<file path="config.mk">
export PLATFORM = sky130hd
export DESIGN_NAME = cnt_seq_monitor
export DESIGN_NICKNAME = d
export VERILOG_FILES = /design/src/rtl/cnt_seq_monitor.sv
export SDC_FILE = /design/constraint.sdc
export NUM_CORES = 1
export LEC_CHECK = 0
export ABC_AREA = 0
export CORE_MARGIN = 2
export CORE_UTILIZATION = 25
export DETAILED_ROUTE_END_ITERATION = 8
export SYNTH_ARGS = -nofsm -noshare
export SYNTH_HDL_FRONTEND = slang
export SYNTH_SLANG_ARGS = --single-unit
</file>
<file path="constraint.sdc">
create_clock -name Clk -period 2.5 [get_ports Clk]
set_clock_uncertainty 0.1 [all_clocks]
set_input_delay 0.75 -clock Clk [delete_from_list [all_inputs] [get_ports Clk]]
set_output_delay 0.75 -clock Clk [all_outputs]
set_load 0.01 [all_outputs]
</file>
<file path="src/rtl/cnt_seq_monitor.sv">
// rtl/cnt_seq_monitor.sv - sequence monitor for a free-running up-counter (Q, TC)
//
// Purpose: samples an observed WIDTH-bit up-counter every clock, locks onto
// its count sequence, then flags value/TC errors and counts errors and wraps.
//
// Ports:
//   Clk       in   system clock, rising edge
//   MR        in   synchronous active-low reset of this block
//   En        in   monitor enable; low forces IDLE
//   Dut_mr    in   active-low reset of the observed counter
//   Q_in      in   observed counter value [WIDTH-1:0]
//   TC_in     in   observed terminal count
//   Clr_err   in   synchronous clear of Err_cnt and Err_code
//   Locked    out  high while in LOCK
//   Err       out  one-cycle pulse per detected error
//   Err_code  out  sticky cause of last error: 01 value, 10 TC, 11 both
//   Err_cnt   out  saturating error count [CNT_W-1:0]
//   Wrap_cnt  out  modulo count of observed wraps [CNT_W-1:0]

module cnt_seq_monitor #(
  parameter int WIDTH    = 4,
  parameter int LOCK_CYC = 2,
  parameter int CNT_W    = 8
) (
  input  logic             Clk,
  input  logic             MR,
  input  logic             En,
  input  logic             Dut_mr,
  input  logic [WIDTH-1:0] Q_in,
  input  logic             TC_in,
  input  logic             Clr_err,
  output logic             Locked,
  output logic             Err,
  output logic [1:0]       Err_code,
  output logic [CNT_W-1:0] Err_cnt,
  output logic [CNT_W-1:0] Wrap_cnt
);

  typedef enum logic [1:0] {
    S_IDLE    = 2'd0,
    S_ACQUIRE = 2'd1,
    S_LOCK    = 2'd2
  } state_t;

  localparam logic [WIDTH-1:0] Q_MAX    = '1;
  localparam logic [WIDTH-1:0] Q_ONE    = WIDTH'(1);
  localparam logic [2:0]       LOCK_TGT = 3'(LOCK_CYC);
  localparam logic [CNT_W-1:0] CNT_MAX  = '1;
  localparam logic [CNT_W-1:0] CNT_ONE  = CNT_W'(1);

  state_t           state, state_nx;
  logic [WIDTH-1:0] exp_q, exp_nx;
  logic [2:0]       match_q, match_nx;
  logic [2:0]       match_inc;
  logic             locked_nx;
  logic             err_nx;
  logic [1:0]       code_nx;
  logic [CNT_W-1:0] ecnt_nx;
  logic [CNT_W-1:0] wcnt_nx;
  logic [WIDTH-1:0] q_inc;
  logic             val_err;
  logic             tc_err;

  assign q_inc     = Q_in + Q_ONE;
  assign match_inc = match_q + 3'd1;
  assign val_err   = (Q_in != exp_q);
  // TC is judged against the observed value, not the expected one, so a
  // value error does not automatically drag a TC error along with it.
  assign tc_err    = (TC_in != (Q_in == Q_MAX));

  always_comb begin
    state_nx  = state;
    exp_nx    = exp_q;
    match_nx  = match_q;
    locked_nx = Locked;
    err_nx    = 1'b0;
    code_nx   = Clr_err ? 2'b00 : Err_code;
    ecnt_nx   = Clr_err ? '0 : Err_cnt;
    wcnt_nx   = Wrap_cnt;

    if (!En) begin
      state_nx  = S_IDLE;
      locked_nx = 1'b0;
    end else if (!Dut_mr) begin
      // Counter held in reset: its first count after release will be 1.
      state_nx  = S_ACQUIRE;
      exp_nx    = Q_ONE;
      match_nx  = 3'd0;
      locked_nx = 1'b0;
    end else begin
      case (state)
        S_IDLE: begin
          state_nx = S_ACQUIRE;
          exp_nx   = q_inc;
          match_nx = 3'd0;
        end

        S_ACQUIRE: begin
          if (!val_err) begin
            exp_nx   = exp_q + Q_ONE;
            match_nx = match_inc;
            if (match_inc == LOCK_TGT) begin
              state_nx  = S_LOCK;
              locked_nx = 1'b1;
              match_nx  = 3'd0;
            end
          end else begin
            // Resynchronise silently; errors only count once locked.
            exp_nx   = q_inc;
            match_nx = 3'd0;
          end
        end

        S_LOCK: begin
          if (val_err || tc_err) begin
            err_nx    = 1'b1;
            code_nx   = {tc_err, val_err};
            // A coincident clear restarts the count at this error.
            if (Clr_err)
              ecnt_nx = CNT_ONE;
            else if (Err_cnt != CNT_MAX)
              ecnt_nx = Err_cnt + CNT_ONE;
            else
              ecnt_nx = Err_cnt;
            state_nx  = S_ACQUIRE;
            exp_nx    = q_inc;
            match_nx  = 3'd0;
            locked_nx = 1'b0;
          end else begin
            exp_nx = exp_q + Q_ONE;
            if (Q_in == '0)
              wcnt_nx = Wrap_cnt + CNT_ONE;
          end
        end

        default: begin
          state_nx  = S_IDLE;
          locked_nx = 1'b0;
        end
      endcase
    end
  end

  always_ff @(posedge Clk) begin
    if (!MR) begin
      state    <= S_IDLE;
      exp_q    <= '0;
      match_q  <= 3'd0;
      Locked   <= 1'b0;
      Err      <= 1'b0;
      Err_code <= 2'b00;
      Err_cnt  <= '0;
      Wrap_cnt <= '0;
    end else begin
      state    <= state_nx;
      exp_q    <= exp_nx;
      match_q  <= match_nx;
      Locked   <= locked_nx;
      Err      <= err_nx;
      Err_code <= code_nx;
      Err_cnt  <= ecnt_nx;
      Wrap_cnt <= wcnt_nx;
    end
  end

endmodule
</file>
* Yosys cells after proc, flatten, opt, wreduce, memory -nomap -nowiden *
Cells that the tools add are included.

cells by class
  add/subtract/negate cells = 5
  multiply operators = 0
  div/mod/pow operators = 0
  $lt $le $gt $ge = 0
  eq/ne operators = 15
  shift-type cells = 0
  muxes and demuxes = 31
  bitwise logic cells = 2
  reductions and logical operators = 12

operators with widths
  kind                   number
  $mux W8                7
  $add A8 B1 Y8 const B  2
  $mux W2                8
  $mux W3                4
  $mux W4                3
  $pmux W4 S3            1
  $reduce_and A3 Y1      4
  $ne A3 B3 Y1 const B   3
  $pmux W3 S3            1
  $add A4 B1 Y4 const B  2
  $ne A8 B8 Y1 const B   1
  $reduce_and A4 Y1      2
  $ne A2 B2 Y1 const B   3
  $ne A6 B6 Y1 const B   1
  $pmux W2 S3            1
  $mux W1                5
  $reduce_and A5 Y1      1
  $eq A4 B4 Y1 const B   1
  $logic_not A4 Y1       1
  $ne A4 B1 Y1 const B   1
  $ne A4 B4 Y1           1
  $reduce_and A2 Y1      2
  $add A3 B1 Y3 const B  1
  $eq A3 B2 Y1 const B   1
  other kinds (7)        8

word-level totals
  register bits = 29
  bits in latches = 0
  bits in writable memories = 0
  ROM bits = 0
  input bits = 10
  output and inout bits = 20
  memories kept = 0

* Longest topological paths before layout *
Gate-level depths: netlist of the first run.

  word-level depth = 7
  gate-level depth with buffers = 8
  depth with buffers taken out = 7

* Worst setup path before layout of the first run *
Ideal clock, no wire load.

  path kind = input port to flip-flop
  start point = input port Q_in[0]
  end point = register exp_q[1]
  library setup time = 0.122 ns
  arrival = 2.097 ns
  slack = 0.182 ns
  stages = 7
  buffers on the path = 1
  path through = ha_1 -> and3_1 -> xnor2_2 -> buf_2 -> nand2_1 -> and3_1 -> o311a_1

on the way
  cells in the longest elaborated chain, start to end = 6
  elaborated cells between the ends (all ways) = 9

RTL lines
  element                                                                RTL line  RTL
  from (decl)                                                            29        input logic [WIDTH-1:0] Q_in,
  parallel branches: the longest is 4 deep, another holds $add A4 B1 Y4  n/a
  $pmux W4 S3 *                                                          91        case (state)
  $mux W4 *                                                              84        end else if (!Dut_mr) begin
  to (signal assigned)                                                   156       exp_q <= exp_nx;
  to (decl)                                                              52        logic [WIDTH-1:0] exp_q, exp_nx;

Every way passes the cells marked *.
A chain may end at the register's enable or synchronous reset.

* Worst setup path after layout of the first run *
  start point = input port En
  end point = register Wrap_cnt[2]

on the way
  cells in the longest elaborated chain, start to end = 1

RTL lines
  element                             RTL line  RTL
  from (decl)                         27        input logic En,
  $reduce_and A5 Y1 (no source line)  n/a
  to (signal assigned)                162       Wrap_cnt <= wcnt_nx;
  to (decl)                           36        output logic [CNT_W-1:0] Wrap_cnt

No other way between the ends.

==> flow_metrics.env, run 1 <==
export IMPL_nFillCells=702
export IMPL_post_route_cell_area_um2=2570
export IMPL_worstSkewPairLatency_ns=0.29
export IMPL_grt_setup_unrepaired="no"
export IMPL_antenna_cells_inserted=0
export IMPL_clk_pin_slew_ns=0.07
export IMPL_syn_mean_instance_area_um2=8.48
export IMPL_cts_sink_count=29
export IMPL_grt_first_pass_wirelength_um=7610
export IMPL_timing_worst_slew_pin_value_ns=0.663
export IMPL_layout_commonest_cell="sky130_fd_sc_hd__dfxtp_1"
export IMPL_count_of_flip_flops_with_a_built_in_enable_after_synthesis=0
export IMPL_floorplan_initialDensity_pct=26.2
export IMPL_synth_top_flop_cell="sky130_fd_sc_hd__dfxtp_1"
export IMPL_power_leakage_nw=0.978
export IMPL_finalCritPeriodShare_pct=95.5
export IMPL_globalRouteTotalUtil_pct=12.4
export IMPL_timing_max_cap_violations=0
export IMPL_numCtsBuffers=5
export IMPL_die_area_um2=7880
export IMPL_post_drt_wl_per_cell_um=12.5
export IMPL_place_congestion=0.813
export IMPL_num_rows=30
export IMPL_share_of_cells_above_drive_strength_1_pct=16.5
export IMPL_tritoncts_clock_tree="done"
export IMPL_synthesis_area_um2=1800
export IMPL_cts_path_max_buffers=2
export IMPL_final_max_slew_viol_count=0
export IMPL_place_port_buffers=29
export IMPL_grt_max_degree=21
export IMPL_netSwitchingFraction_pct=23.6
export IMPL_worstSetupPathType="input pin to flip-flop"
export IMPL_sequential_element_share_of_the_synthesized_area_pct=32.3
export IMPL_clockRootBuffer="sky130_fd_sc_hd__clkbuf_8"
export IMPL_number_of_global_route_vias_before_repair=1627
export IMPL_boundaryPins=30
export IMPL_synth_warnings=0
export IMPL_setup_tns_ns=0
export IMPL_r2r_setup_slack_ns=0.23
export IMPL_via_per_inst=4.80
export IMPL_antenna_found_initial=0
export IMPL_numnets_final=285
export IMPL_fp_dieW_um=88.8
export IMPL_placement_cell_area_um2=2300
export IMPL_power_share_of_the_combinational_group_pct=12.1
export IMPL_final_util_pct=37.4
export IMPL_maximum_fanout_along_the_worst_path=5
export IMPL_asyncSetResetFlopFracSynth_pct=0
export IMPL_crit_path_max_incr_delay_ns=0.48
export IMPL_synth_nets=232
export IMPL_worst_ep_arrival_time_ns=2.50
export IMPL_h_tree_depth=2
export IMPL_critPathLaunchType="input pin"
export IMPL_place_detailed_hpwl_um=3160
export IMPL_worst_hold_path_type="flip-flop to flip-flop"
export IMPL_vdd_ir_drop_max_uv=172
export IMPL_maxClockFrequency_mhz=419
export IMPL_setup_viol=0
export IMPL_synthDistinctLibCells=52
export IMPL_clock_power_share_pct=45.9
export IMPL_slowest_stage="sky130_fd_sc_hd__clkdlybuf4s50_1"
export IMPL_initialDrtViolationCount=128
export IMPL_detail_route_first_pass_iterations=4
export IMPL_antenna_violating_nets_post_route=0
export IMPL_intPower_uw=857
export IMPL_worst_slew_margin_rel_pct=55.8
export IMPL_whs_ns=0.389
export IMPL_area_growth_synth_to_final_pct=43.0
export IMPL_power_density_nw_per_um2=437
export IMPL_die_y_um=88.8
export IMPL_final_min_clock_period_ns=2.39
export IMPL_status="finished, final reports clean"
export IMPL_route_vias_total=1738
export IMPL_power_share_sequential_pct=42.0
export IMPL_drc_errors_left=0
export IMPL_cp_end_kind="flip-flop"
export IMPL_timing_critical_path_cells="clkdlybuf4s50_1 > nand2_1 > nor4b_4 > buf_4 > nand4_4 > buf_6 > or3_1 > a21boi_1"
export IMPL_postRouteWirelength_um=4540
export IMPL_core_area_um2=6870
export IMPL_synth_ff_latch_count=29
export IMPL_netlist_instances=212
export IMPL_final_cell_mix="29 x sky130_fd_sc_hd__dfxtp_1, 25 x sky130_fd_sc_hd__clkdlybuf4s50_1, 19 x sky130_fd_sc_hd__buf_4, 17 x sky130_fd_sc_hd__nand2_1, 14 x sky130_fd_sc_hd__o21ai_0"
export IMPL_final_hold_violating_endpoints=0
export IMPL_post_cts_hold_buffer_count=0
export IMPL_worst_ep_required_time_ns=2.61
export IMPL_grt_remaining_overflow=0
export IMPL_p_sw_uw=265
==> what timing repair did <==
action,in CTS,in global routing
gates resized for setup,17,4
setup endpoints to repair,15,19
buffers inserted,5,0
pin swaps,7,1
cloned,1,0
endpoints found under the hold margin,0,0
==> per-stage QoR <==
step / setup slack (ns) / instances / power (mW)
2_1_floorplan: 0.182 / 212 / 0.546
3_3_place_gp: -0.415 / 348 / 0.596
3_5_place_dp: -0.476 / 348 / 0.598
4_1_cts: 0.00435 / 362 / 1.13
5_1_grt: 0.00574 / 362 / 1.16
6_report: 0.113 / 362 / 1.12
==> logic make-up after synthesis <==
group	Yosys count	share of synthesized area (%)
simple gates	84	26.9
compound gates	53	20.6
flops	29	32.3
buf+inv	22	5.71
xor+xnor	11	5.78
fa+ha+maj	10	6.96
mux	3	1.67
==> area by class of cell <==
cell class,count,area [um^2],share of cell area [%]
timing repair buffer,54,515,20.1
sequential,29,581,22.6
clock buffer,7,86.3,3.36
tap,96,120,4.67
multi-input combinational,162,1190,46.3
inverter,13,48.8,1.90
clock inverter,1,30.0,1.17
==> layer usage <==
metal	up-vias	GRT usage, %	part of all wire, %
li1	892	-	-
met1	805	16.2	49
met2	35	19.9	46
met3	6	3.54	4.4
met4	0	3.31	1.2
met5	-	0	0
==> power by group through the flow <==
stage               registers (mW)  clock network, mW  logic (mW)
floorplan                    0.480                  0      0.0662
global placement             0.481                  0       0.115
detailed placement           0.481                  0       0.116
CTS                          0.471              0.524       0.133
global route                 0.471              0.544       0.148
finish                       0.471              0.515       0.136
==> path summary, 6_finish.rpt <==
| kind | startpoint | to | cells past startpoint |
|---|---|---|---|
| worst min register to register | state[1]$_SDFFE_PN0P_ | state[1]$_SDFFE_PN0P_ | 2 |
| worst max register to register | state[0]$_SDFFE_PN0P_ | match_q[2]$_SDFFE_PN0P_ | 7 |
| worst min-delay path | state[1]$_SDFFE_PN0P_ | state[1]$_SDFFE_PN0P_ | 2 |
| worst max-delay path | En | Wrap_cnt[2]$_SDFFE_PN0P_ | 8 |
==> Yosys cell counts (3+ instances only) <==
| library cell | instances | area, um^2 |
|---|---|---|
| sky130_fd_sc_hd__a211oi_1 | 4 | 30.0 |
| sky130_fd_sc_hd__a21boi_0 | 5 | 37.5 |
| sky130_fd_sc_hd__a21boi_1 | 4 | 30.0 |
| sky130_fd_sc_hd__a21oi_1 | 5 | 25.0 |
| sky130_fd_sc_hd__a31oi_1 | 3 | 18.8 |
| sky130_fd_sc_hd__and2_1 | 3 | 18.8 |
| sky130_fd_sc_hd__and3_1 | 5 | 31.3 |
| sky130_fd_sc_hd__buf_4 | 3 | 22.5 |
| sky130_fd_sc_hd__clkbuf_1 | 4 | 15.0 |
| sky130_fd_sc_hd__dfxtp_1 | 29 | 581 |
| sky130_fd_sc_hd__ha_1 | 10 | 125 |
| sky130_fd_sc_hd__inv_1 | 13 | 48.8 |
| sky130_fd_sc_hd__mux2i_1 | 3 | 30.0 |
| sky130_fd_sc_hd__nand2_1 | 17 | 63.8 |
| sky130_fd_sc_hd__nand2b_1 | 8 | 50.1 |
| sky130_fd_sc_hd__nand3_1 | 12 | 60.1 |
| sky130_fd_sc_hd__nand4_1 | 9 | 56.3 |
| sky130_fd_sc_hd__nor2_1 | 8 | 30.0 |
| sky130_fd_sc_hd__nor2b_1 | 3 | 18.8 |
| sky130_fd_sc_hd__o21ai_0 | 14 | 70.1 |
| sky130_fd_sc_hd__or3_1 | 4 | 25.0 |
| sky130_fd_sc_hd__xnor2_1 | 8 | 70.1 |
==> critical path: cells and delay by family <==
kind | cells | cell delay, ns
buffers and inverters | 3 | 0.83
AND/OR/NAND/NOR | 4 | 0.81
AO/OA/AOI/OAI | 1 | 0.11
==> flip-flops by register name (all words and copies together) (netlist names) <==
signal,count
Wrap_cnt,8
Err_code,2
exp_q,4
state,2
Locked,1
Err,1
match_q,3
Err_cnt,8
Power figures use the tool's default switching activity.
==> run 2, diff against run 1 <==
--- a/config.mk
+++ b/config.mk
@@ -5,8 +5,6 @@
 export SDC_FILE = /design/constraint.sdc
 export NUM_CORES = 1
 export LEC_CHECK = 0
-export ABC_AREA = 0
-export CORE_MARGIN = 2
 export CORE_UTILIZATION = 25
 export DETAILED_ROUTE_END_ITERATION = 8
 export SYNTH_ARGS = -nofsm -noshare
==> run 2 against run 1 <==
Largest power group unchanged. Combinational power barely moved. Sequential power barely moved. Highest routed layer unchanged. Routed wire length fell by 3.1%.
==> flow_metrics.env, run 2 (synthesis gave the netlist of run 1 again) <==
export IMPL_numnets_final=282
export IMPL_final_cell_mix="29 x sky130_fd_sc_hd__dfxtp_1, 26 x sky130_fd_sc_hd__clkdlybuf4s50_1, 18 x sky130_fd_sc_hd__buf_4, 17 x sky130_fd_sc_hd__nand2_1, 14 x sky130_fd_sc_hd__o21ai_0"
export IMPL_intPower_uw=861
export IMPL_fp_dieW_um=86.8
export IMPL_report_power_total_mw=1.13
export IMPL_maximum_fanout_along_the_worst_path=11
export IMPL_layout_commonest_cell="sky130_fd_sc_hd__dfxtp_1"
export IMPL_die_y_um=86.8
export IMPL_worst_slew_margin_rel_pct=63.1
export IMPL_clockRootBuffer="sky130_fd_sc_hd__clkbuf_8"
export IMPL_core_area_um2=6870
export IMPL_worst_hold_path_type="flip-flop to flip-flop"
export IMPL_route_vias_total=1749
export IMPL_floorplan_initialDensity_pct=26.2
export IMPL_setup_viol=0
export IMPL_slowest_stage="sky130_fd_sc_hd__clkdlybuf4s50_1"
export IMPL_place_congestion=0.799
export IMPL_detail_route_first_pass_iterations=4
export IMPL_antenna_cells_inserted=0
export IMPL_numCtsBuffers=5
export IMPL_hold_path_end="state[1]$_SDFFE_PN0P_"
export IMPL_power_share_of_the_combinational_group_pct=12.3
export IMPL_maxClockFrequency_mhz=413
export IMPL_drc_errors_left=0
export IMPL_die_area_um2=7530
export IMPL_antenna_found_initial=0
export IMPL_finalCritPeriodShare_pct=96.8
export IMPL_nFillCells=702
export IMPL_initialDrtViolationCount=100
export IMPL_final_critical_path_setup_slack_ns=0.0806
export IMPL_share_of_cells_above_drive_strength_1_pct=17.5
export IMPL_status="finished, final reports clean"
export IMPL_cts_sink_count=29
export IMPL_num_rows=30
export IMPL_number_of_global_route_vias_before_repair=1596
export IMPL_worstSkewPairLatency_ns=0.29
export IMPL_cts_path_max_buffers=2
export IMPL_number_of_stages_on_the_worst_hold_path=2
export IMPL_vdd_ir_drop_max_uv=190
export IMPL_boundaryPins=30
export IMPL_p_sw_uw=264
export IMPL_worstSetupPathType="input pin to flip-flop"
export IMPL_largest_registers="Err_cnt (8), Wrap_cnt (8), exp_q (4)"
export IMPL_tritoncts_clock_tree="done"
export IMPL_crit_path_max_incr_delay_ns=0.56
export IMPL_grt_first_pass_wirelength_um=7160
export IMPL_worst_hold_startpoint="state[1]$_SDFFE_PN0P_"
export IMPL_worstRegToRegCells=7
export IMPL_reg2reg_to="match_q[2]$_SDFFE_PN0P_"
export IMPL_r2r_setup_slack_ns=0.34
export IMPL_power_leakage_nw=0.969
export IMPL_timing_critical_path_cells="clkdlybuf4s50_1 > xnor2_2 > and4_4 > buf_6 > a21oi_4 > clkdlybuf4s15_2 > a21o_1 > and3_1"
export IMPL_final_hold_violating_endpoints=0
export IMPL_worst_ep_required_time_ns=2.59
export IMPL_timing_max_cap_violations=0
export IMPL_final_min_clock_period_ns=2.42
export IMPL_via_per_inst=4.87
export IMPL_h_tree_depth=2
export IMPL_netSwitchingFraction_pct=23.5
export IMPL_area_growth_synth_to_final_pct=42.3
export IMPL_power_share_sequential_pct=41.9
export IMPL_pre_cts_slack_ns=-0.393
export IMPL_post_drt_wl_per_cell_um=12.3
export IMPL_cp_end_kind="flip-flop"
export IMPL_crit_reg2reg_launch="state[0]$_SDFFE_PN0P_"
export IMPL_postRouteWirelength_um=4400
export IMPL_globalRouteTotalUtil_pct=12.3
export IMPL_final_util_pct=37.2
export IMPL_place_detailed_hpwl_um=3110
export IMPL_clk_pin_slew_ns=0.07
export IMPL_critPathLaunchType="input pin"
export IMPL_grt_remaining_overflow=0
export IMPL_antenna_violating_nets_post_route=0
export IMPL_final_max_slew_viol_count=0
export IMPL_worst_ep_arrival_time_ns=2.51
export IMPL_timing_worst_slew_pin_value_ns=0.554
export IMPL_grt_max_degree=24
export IMPL_power_density_nw_per_um2=440
export IMPL_clock_power_share_pct=45.7
export IMPL_place_port_buffers=29
==> run 2: through the flow <==
| stage | hold WS [ns] | area, um^2 | setup TNS (ns) | instances |
|---|---|---|---|---|
| CTS | 0.393 | 2500 | -0.00483 | 359 |
| finish | 0.393 | 2560 | 0 | 359 |
| global placement | 0.375 | 2300 | -6.28 | 348 |
| global route | 0.423 | 2560 | -0.00143 | 359 |
| floorplan | 0.361 | 1800 | 0 | 212 |
| detailed placement | 0.384 | 2300 | -6.96 | 348 |
==> run 2: layout make-up <==
cell class / count / area, um^2 / area share (%)
Multi-Input combinational cell: 161 / 1200 / 47.0
Sequential cell: 29 / 581 / 22.7
Timing Repair Buffer: 52 / 489 / 19.1
Tap cell: 96 / 120 / 4.70
Clock buffer: 7 / 86.3 / 3.38
Inverter: 13 / 48.8 / 1.91
Clock inverter: 1 / 30.0 / 1.17
==> run 2: what timing repair did <==
action / in CTS / in global routing
cloned: 1 / 0
hold buffers: 0 / 0
endpoints found under the setup margin: 8 / 23
pin swaps: 3 / 5
setup buffers: 2 / 0
gates resized for setup: 10 / 13
==> run 2: how the worst max path moves through the flow <==
stage | from | end | slack, ns | cells after the start
floorplan | Q_in[0] | exp_q[1]$_SDFFE_PN0P_ | 0.18 | 7
global placement | Q_in[0] | Wrap_cnt[4]$_SDFFE_PN0P_ | -0.35 | 8
detailed placement | Q_in[0] | Wrap_cnt[4]$_SDFFE_PN0P_ | -0.39 | 8
CTS | Q_in[0] | Err_cnt[7]$_SDFFE_PN0P_ | -0.004 | 9
global route | Q_in[3] | Err_cnt[7]$_SDFFE_PN0P_ | -0.001 | 8
finish | Q_in[3] | Err_cnt[7]$_SDFFE_PN0P_ | 0.08 | 8
==> run 2: layer usage <==
metal | track usage [%] | wire length (um) | share of wire [%]
met1 | 15.2 | 2050 | 47
met2 | 20.3 | 2100 | 48
met3 | 2.86 | 169 | 3.8
met4 | 5.45 | 77 | 1.8
met5 | 0 | 0 | 0
==> run 2: critical path: cells and delay by family <==
family / cells / cell delay (ns)
simple gates: 2 / 0.43
compound gates: 2 / 0.23
xor+xnor: 1 / 0.14
buf+inv: 3 / 0.97
==> run 2: power groups by stage <==
stage	sequential (mW)	clock [mW]	combinational, mW
6_report	0.472	0.515	0.139
5_1_grt	0.472	0.556	0.152
4_1_cts	0.470	0.533	0.132
3_5_place_dp	0.481	0	0.121
3_3_place_gp	0.481	0	0.120
2_1_floorplan	0.480	0	0.0662
==> run 3, diff against run 2 <==
--- a/config.mk
+++ b/config.mk
@@ -5,8 +5,10 @@
 export SDC_FILE = /design/constraint.sdc
 export NUM_CORES = 1
 export LEC_CHECK = 0
-export CORE_UTILIZATION = 25
+export CORE_UTILIZATION = 53
 export DETAILED_ROUTE_END_ITERATION = 8
+export PLACE_DENSITY = 0.8
+export REMOVE_ABC_BUFFERS = 1
 export SYNTH_ARGS = -nofsm -noshare
 export SYNTH_HDL_FRONTEND = slang
 export SYNTH_SLANG_ARGS = --single-unit
==> run 3 against run 2 <==
Combinational power shrank 6%. Via count fell by 1.0%. Non-clock buffer count is 3 lower. Die area shrank 52%. Register-to-register slack about the same. Total power fell by 20%. Utilization is 39 points higher. Critical path depth is 1 lower. Fmax rose by 1.0%. Sequential share of layout area increased by 1.8 points. Critical endpoint is now Wrap_cnt[2]$_SDFFE_PN0P_. Highest routed layer unchanged.
==> flow_metrics.env, run 3 (synthesis gave the netlist of run 1 again) <==
export IMPL_status="finished, final reports clean"
export IMPL_gr_usage_met2_pct=41.8
export IMPL_setup_viol=0
export IMPL_maxClockFrequency_mhz=418
export IMPL_route_vias_total=1731
export IMPL_post_drt_wl_per_cell_um=13.2
export IMPL_final_cell_mix="29 x sky130_fd_sc_hd__dfxtp_1, 27 x sky130_fd_sc_hd__clkdlybuf4s50_1, 17 x sky130_fd_sc_hd__nand2_1, 15 x sky130_fd_sc_hd__buf_4, 14 x sky130_fd_sc_hd__o21ai_0"
export IMPL_timing_critical_path_cells="clkdlybuf4s50_1 > xnor2_1 > and4_4 > nand4_4 > buf_6 > or3_1 > a21boi_1"
export IMPL_setup_tns_ns=0
export IMPL_slowest_stage="sky130_fd_sc_hd__clkdlybuf4s50_1"
export IMPL_worst_ep_required_time_ns=2.67
export IMPL_crit_path_max_incr_delay_ns=0.54
export IMPL_whs_ns=0.382
export IMPL_initialDrtViolationCount=64
export IMPL_worst_ep_arrival_time_ns=2.56
export IMPL_path_delay_family="simple AND/OR/NAND/NOR gates"
export IMPL_cts_sink_count=29
export IMPL_die_y_um=60.2
export IMPL_h_tree_depth=2
export IMPL_die_area_um2=3630
export IMPL_layout_commonest_cell="sky130_fd_sc_hd__dfxtp_1"
export IMPL_number_of_global_route_vias_before_repair=1574
export IMPL_worstSetupPathType="input pin to flip-flop"
export IMPL_tritoncts_clock_tree="done"
export IMPL_final_critical_path_setup_slack_ns=0.105
export IMPL_boundaryPins=30
export IMPL_drc_errors_left=0
export IMPL_finalCritPeriodShare_pct=95.8
export IMPL_worstSkewPairLatency_ns=0.33
export IMPL_cts_path_max_buffers=2
export IMPL_antenna_violating_nets_post_route=0
export IMPL_power_leakage_nw=0.908
export IMPL_grt_remaining_overflow=0
export IMPL_final_hold_violating_endpoints=0
export IMPL_post_cts_hold_buffer_count=0
export IMPL_core_area_um2=3130
export IMPL_place_detailed_hpwl_um=2870
export IMPL_critPathBufInv=2
export IMPL_power_density_nw_per_um2=378
export IMPL_num_rows=20
export IMPL_critPathLaunchType="input pin"
export IMPL_fp_dieW_um=60.2
export IMPL_postRouteWirelength_um=4000
export IMPL_share_of_cells_above_drive_strength_1_pct=14.3
export IMPL_floorplan_initialDensity_pct=57.4
export IMPL_cp_end_kind="flip-flop"
export IMPL_grt_busiest_layer="met2"
export IMPL_grt_first_pass_wirelength_um=6620
export IMPL_final_max_slew_viol_count=0
export IMPL_maximum_fanout_along_the_worst_path=7
export IMPL_grt_max_degree=18
export IMPL_timing_worst_slew_pin_value_ns=0.511
export IMPL_worst_hold_path_type="flip-flop to flip-flop"
export IMPL_clockRootBuffer="sky130_fd_sc_hd__clkbuf_4"
export IMPL_area_growth_synth_to_final_pct=32.0
export IMPL_clk_pin_slew_ns=0.09
export IMPL_timing_max_cap_violations=0
export IMPL_place_port_buffers=29
export IMPL_final_min_clock_period_ns=2.39
export IMPL_largest_registers="Err_cnt (8), Wrap_cnt (8), exp_q (4)"
export IMPL_vdd_ir_drop_max_uv=286
export IMPL_globalRouteTotalUtil_pct=24.4
export IMPL_numnets_final=279
export IMPL_antenna_cells_inserted=0
export IMPL_antenna_found_initial=0
export IMPL_numCtsBuffers=5
export IMPL_place_congestion=0.787
export IMPL_gr_usage_met1_pct=29.8
export IMPL_detail_route_first_pass_iterations=4
export IMPL_r2r_setup_slack_ns=0.35
export IMPL_pre_cts_slack_ns=-0.432
export IMPL_nFillCells=245
export IMPL_globalRouteMet3Util_pct=5.41
export IMPL_via_per_inst=5.71
export IMPL_worst_slew_margin_rel_pct=65.9
[run 3: where the power goes]
| part | total, mW | leakage (nW) | internal (mW) | switching [mW] |
|---|---|---|---|---|
| Sequential | 0.471 | 0.234 | 0.466 | 0.00477 |
| Clock | 0.295 | 0.0314 | 0.133 | 0.162 |
| Combinational | 0.130 | 0.642 | 0.0643 | 0.0654 |
| Total | 0.895 | 0.908 | 0.663 | 0.232 |
[run 3: repair_timing]
| action | 4_1_cts | 5_1_grt |
|---|---|---|
| setup endpoints to repair | 3 | 22 |
| resized for setup | 3 | 13 |
| setup buffers | 1 | 0 |
| cloned | 0 | 0 |
| pin swaps | 1 | 4 |
[run 3: layout make-up]
cell class | count | area [um^2] | share of cell area [%]
Multi-Input combinational cell | 161 | 1170 | 49.2
Sequential cell | 29 | 581 | 24.5
Inverter | 13 | 48.8 | 2.06
Timing Repair Buffer | 49 | 464 | 19.6
Clock buffer | 7 | 55.1 | 2.32
Tap cell | 44 | 55.1 | 2.32
[run 3: worst register-to-register path, stage by stage (launching register included)]
cell and delay, ns:
sky130_fd_sc_hd__dfxtp_1 0.32, sky130_fd_sc_hd__inv_1 0.11, sky130_fd_sc_hd__ha_1 0.49, sky130_fd_sc_hd__nor3_1 0.15
sky130_fd_sc_hd__a21bo_2 0.28, sky130_fd_sc_hd__a41oi_2 0.30, sky130_fd_sc_hd__a21boi_0 0.21, sky130_fd_sc_hd__o21ai_0 0.10
[run 3: through the flow]
step                utilization [%]  cells  cell area (um^2)  power [mW]
floorplan                         -    203              1740       0.539
detailed placement             71.3    295              2230       0.597
global route                   75.8    303              2370       0.932
finish                         75.8    303              2370       0.895
CTS                            74.0    303              2320       0.895
global placement               71.3    295              2230       0.595
[run 3: path summary, 6_finish.rpt]
path                            start                       end  cells past startpoint
max                           Q_in[2]  Wrap_cnt[2]$_SDFFE_PN0P_                      7
min          Wrap_cnt[7]$_SDFFE_PN0P_  Wrap_cnt[7]$_SDFFE_PN0P_                      2
min reg2reg  Wrap_cnt[7]$_SDFFE_PN0P_  Wrap_cnt[7]$_SDFFE_PN0P_                      2
max reg2reg     state[0]$_SDFFE_PN0P_   match_q[2]$_SDFFE_PN0P_                      7
[run 3: routing by layer]
metal	routed length, um	vias up
li1	-	871
met1	1840	820
met2	1980	36
met3	141	4
met4	38	0
met5	0	-
